$ cat config.mk
export PLATFORM = sky130hd
export DESIGN_NAME = uart_tx_scheduler
export DESIGN_NICKNAME = d
export VERILOG_FILES = /design/src/rtl/uart_sched_pkg.sv /design/src/rtl/uart_sched_rr_arb2.sv /design/src/rtl/uart_tx_scheduler.sv
export SDC_FILE = /design/constraint.sdc
export NUM_CORES = 1
export LEC_CHECK = 0
export ABC_AREA = 1
export BUFFER_PORTS_ARGS = -buffer_cell sky130_fd_sc_hd__buf_2
export CORE_UTILIZATION = 53
export DETAILED_ROUTE_END_ITERATION = 6
export PLACE_DENSITY = 0.95
export SLEW_MARGIN = 20
export SYNTH_ARGS = -nofsm -noshare
export SYNTH_HDL_FRONTEND = slang
export SYNTH_SLANG_ARGS = --single-unit
$ cat constraint.sdc
create_clock -name clk -period 4 [get_ports clk]
set_input_delay 0.4 -clock clk [delete_from_list [all_inputs] [get_ports clk]]
set_output_delay 0.4 -clock clk [all_outputs]
set_load 0.02 [all_outputs]
$ cat src/rtl/uart_sched_pkg.sv
// Shared constants and FSM state type for the UART TX scheduler.
// UART_RX_POLL_EN adds the RX read state.
package uart_sched_pkg;

  localparam logic [1:0] UART_REG_DATA   = 2'd0;
  localparam logic [1:0] UART_REG_STATUS = 2'd1;

  localparam int unsigned STATUS_FULL_BIT_DEF = 1;
  localparam int unsigned STATUS_RXV_BIT_DEF  = 0;

  typedef enum logic [2:0] {
    StIdle,
    StPoll,
    StWait,
    StWrite
`ifdef UART_RX_POLL_EN
    , StRxRead
`endif
  } sched_state_e;

endpackage

$ cat src/rtl/uart_sched_rr_arb2.sv
// Two-way round-robin picker; the pointer moves past the committed requester.
module uart_sched_rr_arb2 (
  input  logic clk_i,
  input  logic rst_i,
  input  logic valid0_i,
  input  logic valid1_i,
  input  logic commit_i,
  input  logic commit_idx_i,
  output logic grant0_o,
  output logic grant1_o
);

  // 1 = requester 1 wins a tie
  logic ptr_q;

  always_comb begin
    grant0_o = valid0_i & (~valid1_i | ~ptr_q);
    grant1_o = valid1_i & (~valid0_i | ptr_q);
  end

  always_ff @(posedge clk_i) begin
    if (rst_i) begin
      ptr_q <= 1'b0;
    end else if (commit_i) begin
      ptr_q <= ~commit_idx_i;
    end
  end

endmodule

$ cat src/rtl/uart_tx_scheduler.sv
// Bus master arbitrating two byte streams onto the UART register bus.
// Optional UART_RX_POLL_EN: idle status polling and RX byte readout.
module uart_tx_scheduler
  import uart_sched_pkg::*;
#(
  parameter int unsigned POLL_INTERVAL   = 4,
  parameter int unsigned STATUS_FULL_BIT = STATUS_FULL_BIT_DEF,
  parameter int unsigned STATUS_RXV_BIT  = STATUS_RXV_BIT_DEF
) (
  input  logic       clk,
  input  logic       rst,
  input  logic       req0_valid,
  input  logic [7:0] req0_data,
  output logic       req0_ready,
  input  logic       req1_valid,
  input  logic [7:0] req1_data,
  output logic       req1_ready,
  output logic [1:0] bus_addr,
  output logic [7:0] bus_wrdata,
  input  logic [7:0] bus_rddata,
  output logic       bus_sel,
  output logic       bus_strobe,
  output logic       bus_write,
  output logic       busy,
  output logic [7:0] rx_data,
  output logic       rx_valid
);

  localparam logic [7:0] PollLast = 8'(POLL_INTERVAL - 1);
  localparam logic [2:0] FullIdx  = 3'(STATUS_FULL_BIT);

  sched_state_e state_q, state_d;
  logic [7:0]   cnt_q, cnt_d;
  logic [7:0]   tx_byte_q, tx_byte_d;
  logic         gnt_idx_q, gnt_idx_d;
  logic         gnt0, gnt1, any_valid, full_bit;

  logic [1:0]   bus_addr_q, addr_d;
  logic [7:0]   bus_wrdata_q, wrdata_d;
  logic         bus_sel_q, sel_d, bus_write_q, write_d, busy_q;

  assign any_valid = req0_valid | req1_valid;
  assign full_bit  = bus_rddata[FullIdx];

  uart_sched_rr_arb2 u_arb (
    .clk_i       (clk),
    .rst_i       (rst),
    .valid0_i    (req0_valid),
    .valid1_i    (req1_valid),
    .commit_i    (state_q == StWrite),
    .commit_idx_i(gnt_idx_q),
    .grant0_o    (gnt0),
    .grant1_o    (gnt1)
  );

  // Handshake completes combinationally in the IDLE cycle.
  assign req0_ready = (state_q == StIdle) & ~rst & gnt0;
  assign req1_ready = (state_q == StIdle) & ~rst & gnt1;

`ifdef UART_RX_POLL_EN
  localparam logic [2:0] RxvIdx = 3'(STATUS_RXV_BIT);
  logic       tx_pend_q, tx_pend_d;
  logic       full_q, full_d;
  logic [7:0] rx_data_q, rx_data_d;
  logic       rx_valid_q, rx_valid_d;
  logic       rxv_bit;
  assign rxv_bit = bus_rddata[RxvIdx];
`else
  logic unused_rddata;
  assign unused_rddata = ^bus_rddata;
`endif

  always_comb begin
    state_d   = state_q;
    cnt_d     = cnt_q;
    tx_byte_d = tx_byte_q;
    gnt_idx_d = gnt_idx_q;
`ifdef UART_RX_POLL_EN
    tx_pend_d  = tx_pend_q;
    full_d     = full_q;
    rx_data_d  = rx_data_q;
    rx_valid_d = 1'b0;
`endif
    unique case (state_q)
      StIdle: begin
        if (any_valid) begin
          state_d   = StPoll;
          tx_byte_d = gnt1 ? req1_data : req0_data;
          gnt_idx_d = gnt1;
`ifdef UART_RX_POLL_EN
          tx_pend_d = 1'b1;
        end else if (cnt_q == PollLast) begin
          state_d   = StPoll;
          tx_pend_d = 1'b0;
        end else begin
          cnt_d = cnt_q + 8'd1;
`endif
        end
      end
      StPoll: begin
`ifdef UART_RX_POLL_EN
        full_d = full_bit;
        if (rxv_bit)         state_d = StRxRead;
        else if (!tx_pend_q) state_d = StIdle;
        else                 state_d = full_bit ? StWait : StWrite;
`else
        state_d = full_bit ? StWait : StWrite;
`endif
      end
      StWait: begin
        if (cnt_q == 8'd0) state_d = StPoll;
        else               cnt_d = cnt_q - 8'd1;
      end
      StWrite: state_d = StIdle;
`ifdef UART_RX_POLL_EN
      // The TX decision from the preceding poll resumes after the read.
      StRxRead: begin
        rx_data_d  = bus_rddata;
        rx_valid_d = 1'b1;
        if (!tx_pend_q) state_d = StIdle;
        else            state_d = full_q ? StWait : StWrite;
      end
`endif
      default: state_d = StIdle;
    endcase

    if (state_d == StWait && state_q != StWait)      cnt_d = PollLast;
    else if (state_d == StIdle && state_q != StIdle) cnt_d = 8'd0;
  end

  // Bus outputs follow the next state so they are registered, never from requester inputs.
  always_comb begin
    sel_d    = 1'b0;
    write_d  = 1'b0;
    addr_d   = UART_REG_DATA;
    wrdata_d = 8'h00;
    case (state_d)
      StPoll: begin
        sel_d  = 1'b1;
        addr_d = UART_REG_STATUS;
      end
      StWrite: begin
        sel_d    = 1'b1;
        write_d  = 1'b1;
        wrdata_d = tx_byte_d;
      end
`ifdef UART_RX_POLL_EN
      StRxRead: sel_d = 1'b1;
`endif
      default: ;
    endcase
  end

  always_ff @(posedge clk) begin
    if (rst) begin
      state_q      <= StIdle;
      cnt_q        <= 8'd0;
      tx_byte_q    <= 8'h00;
      gnt_idx_q    <= 1'b0;
      bus_addr_q   <= 2'd0;
      bus_wrdata_q <= 8'h00;
      bus_sel_q    <= 1'b0;
      bus_write_q  <= 1'b0;
      busy_q       <= 1'b0;
    end else begin
      state_q      <= state_d;
      cnt_q        <= cnt_d;
      tx_byte_q    <= tx_byte_d;
      gnt_idx_q    <= gnt_idx_d;
      bus_addr_q   <= addr_d;
      bus_wrdata_q <= wrdata_d;
      bus_sel_q    <= sel_d;
      bus_write_q  <= write_d;
      busy_q       <= (state_d != StIdle);
    end
  end

  assign bus_addr   = bus_addr_q;
  assign bus_wrdata = bus_wrdata_q;
  assign bus_sel    = bus_sel_q;
  assign bus_strobe = bus_sel_q;
  assign bus_write  = bus_write_q;
  assign busy       = busy_q;

`ifdef UART_RX_POLL_EN
  always_ff @(posedge clk) begin
    if (rst) begin
      tx_pend_q  <= 1'b0;
      full_q     <= 1'b0;
      rx_data_q  <= 8'h00;
      rx_valid_q <= 1'b0;
    end else begin
      tx_pend_q  <= tx_pend_d;
      full_q     <= full_d;
      rx_data_q  <= rx_data_d;
      rx_valid_q <= rx_valid_d;
    end
  end

  assign rx_data  = rx_data_q;
  assign rx_valid = rx_valid_q;
`else
  assign rx_data  = 8'h00;
  assign rx_valid = 1'b0;
`endif

endmodule

==> impl_metrics.json <==
{
  "slowest_delay_ps": 390,
  "rrSetupSlack_ps": 2450,
  "cts_buffers": 5,
  "synth_top_area_cell": "dfxtp_1",
  "finalMaxSlewViolations": 0,
  "die-width_um": 55.7,
  "synth_top_family_by_area": "simple AND/OR/NAND/NOR gates",
  "synthXorXnorAreaFrac_pct": 1.15,
  "gp_congestion": 0.796,
  "routed_wl_um": 2920,
  "grt_overflow": 0,
  "via_per_inst": 4.91,
  "ys_warn_count": 0,
  "drc": 0,
  "synth_area_um2": 1530,
  "rsz0062_at_grt": "false",
  "maxCapViolations": 0,
  "worstPathArrival_ps": 1630,
  "grt_pass1_vias": 1181,
  "path_cells": "o21ai_2 > inv_2 > nor3_1 > buf_2",
  "grt_max_degree": 17,
  "grtUsageTotal_pct": 20.1,
  "ant_nets": 0,
  "route.detailed.wl_per_inst_um": 10.7,
  "firstDrtPassIters": 4,
  "critical_path.top_delay_family": "compound AO/OA/AOI/OAI gates",
  "worstPathRequired_ps": 3600,
  "end_kind": "output pin",
  "layout-drive-gt1-share_pct": 28.6,
  "max_freq_mhz": 493,
  "pin_count": 53,
  "antenna_found_initial": 0,
  "cts-root-buf": "clkbuf_4",
  "finalCriticalPeriod_ps": 2030,
  "synth_edf_count": 0,
  "final_nets": 269,
  "p_per_area_nw_per_um2": 399,
  "clock-skew-final_ps": 7.17,
  "portBuffers": 35,
  "core_region_area_um2": 2730,
  "num-fill-cells": 240,
  "layout_common_cells": "nand2_1 (51), buf_2 (35), dfxtp_1 (33), nor2_1 (31), inv_1 (15)",
  "area_growth_pct": 15.3,
  "clock_sinks": 33,
  "synth_fa_ha_area_share_pct": 0.819,
  "synth.area.mux_share_pct": 0,
  "tns_ps": 0,
  "initial_core_util_pct": 55.9,
  "cp-start-kind": "flip-flop",
  "clk_latency_ps": 340,
  "post-route-period-util_pct": 50.7,
  "cts_max_path_buffers": 2,
  "num_vias": 1335,
  "cts_tree": "built",
  "status": "finished clean",
  "cts_post_setup_buffers_inserted": 0,
  "leakage_nw": 0.861,
  "die_area_um2": 3100,
  "drt_iter0_markers": 37,
  "post-place-cells": 264,
  "cp_num_buf_inv": 2,
  "hold_path.class": "input pin to flip-flop",
  "cp_slowest_cell": "o21ai_2",
  "cts_hold_buf": 0,
  "synth-simple-area-share_pct": 31.9,
  "power.total_w": 0.000702,
  "netlist.area_leader.share_pct": 43.2,
  "synthCells": 201,
  "avgSynthCellArea_um2": 7.60,
  "htree_levels": 2,
  "synthArstFlopShare_pct": 0,
  "cp_max_fo": 10,
  "num_rows": 19,
  "grt_first_pass_wirelength_um": 4910,
  "ys_ff_latch": 33,
  "ys_seq_area_share_pct": 43.2,
  "setup_violations": 0,
  "synth-compound-area-share_pct": 10.5,
  "fin_hold_ws_ps": 365,
  "final_common_cell": "nand2_1",
  "utilization_pct": 64.4,
  "dp_hpwl_um": 2140,
  "antenna_cells": 0,
  "final_cells": 272,
  "clkTransAtPathRegs_ps": 100,
  "synth_cell_types": 26,
  "cts_resized": 0,
  "peakVddDrop_v": 0.000341,
  "ys.flop_type": "dfxtp_1",
  "critical_path_class": "flip-flop to output pin",
  "hold_viol": 0,
  "die_height_um": 55.7,
  "synthTopCellsByArea": "dfxtp_1 (43%), nand2_1 (13%), nor2_1 (7.6%), o21ai_2 (5.7%), buf_4 (5.4%)"
}
## tightest hold or removal path, delay by kind of cell
family | cells | cell delay, ps
AND/OR/NAND/NOR | 2 | 150
buffers and inverters | 1 | 110
## routing by layer
metal	up-vias	GRT usage, %	wire length [um]	part of all wire, %
met5	-	0	0	0
met4	0	6.43	56	1.9
met3	6	5.58	181	6.2
met2	53	35.6	1470	50
met1	586	23.4	1220	42
li1	690	-	-	-
## logic make-up after synthesis
kind of cell	after synthesis
AND/OR/NAND/NOR	108
buffers and inverters	33
flip-flops	33
AO/OA/AOI/OAI	23
XOR/XNOR	2
adder cells (fa/ha/maj)	1
other	1
## final cells by class
cell class                      instances  area [um^2]  share of cell area [%]
Clock buffer                            6         51.3                    2.91
Clock inverter                          2         37.5                    2.13
Multi-Input combinational cell        145          718                    40.8
Sequential cell                        33          661                    37.5
Timing Repair Buffer                   35          175                    9.94
Inverter                               20         80.1                    4.55
Tap cell                               31         38.8                    2.20
## through the flow
stage / area [um^2] / setup WS [ps]
after floorplan: 1570 / 2250
after global placement: 1670 / 2180
after CTS: 1760 / 1970
final: 1760 / 1970
after detailed placement: 1670 / 2150
after global routing: 1760 / 1860
## path summary, 6_finish.rpt
kind / from / end / cells after the start
hold / removal: bus_rddata[1] / cnt_q[1]$_SDFFE_PP0P_ / 3
hold reg to reg: cnt_q[7]$_SDFFE_PP0P_ / cnt_q[7]$_SDFFE_PP0P_ / 2
setup / recovery: u_arb.ptr_q$_SDFFE_PP0N_ / req0_ready / 4
setup reg to reg: cnt_q[0]$_SDFFE_PP0P_ / cnt_q[0]$_SDFFE_PP0P_ / 7
## sequential cells by signal, indices dropped and copies added (netlist names)
name / cells
tx_byte_q: 8
bus_wrdata: 8
state_q: 3
gnt_idx_q: 1
bus_sel: 1
cnt_q: 8
busy: 1
bus_write: 1
bus_addr: 1
u_arb.ptr_q: 1
## synthesized netlist by cell type, drive strengths merged, types with 2 or more instances
master,n
nand2,52
nor2,37
dfxtp,33
inv,20
nand3,14
o21ai,14
buf,12
a21oi,6
nand4,4
xnor2,2
## report_power, final
group	switching (W)	leakage [nW]	total, W	internal, W
Clock	0.000113	0.0445	0.000261	0.000148
Combinational	0.0000597	0.548	0.0000912	0.0000315
Sequential	0.00000812	0.269	0.000350	0.000342
Total	0.000181	0.861	0.000702	0.000522
Note: power is estimated with default switching activity, not from simulation.
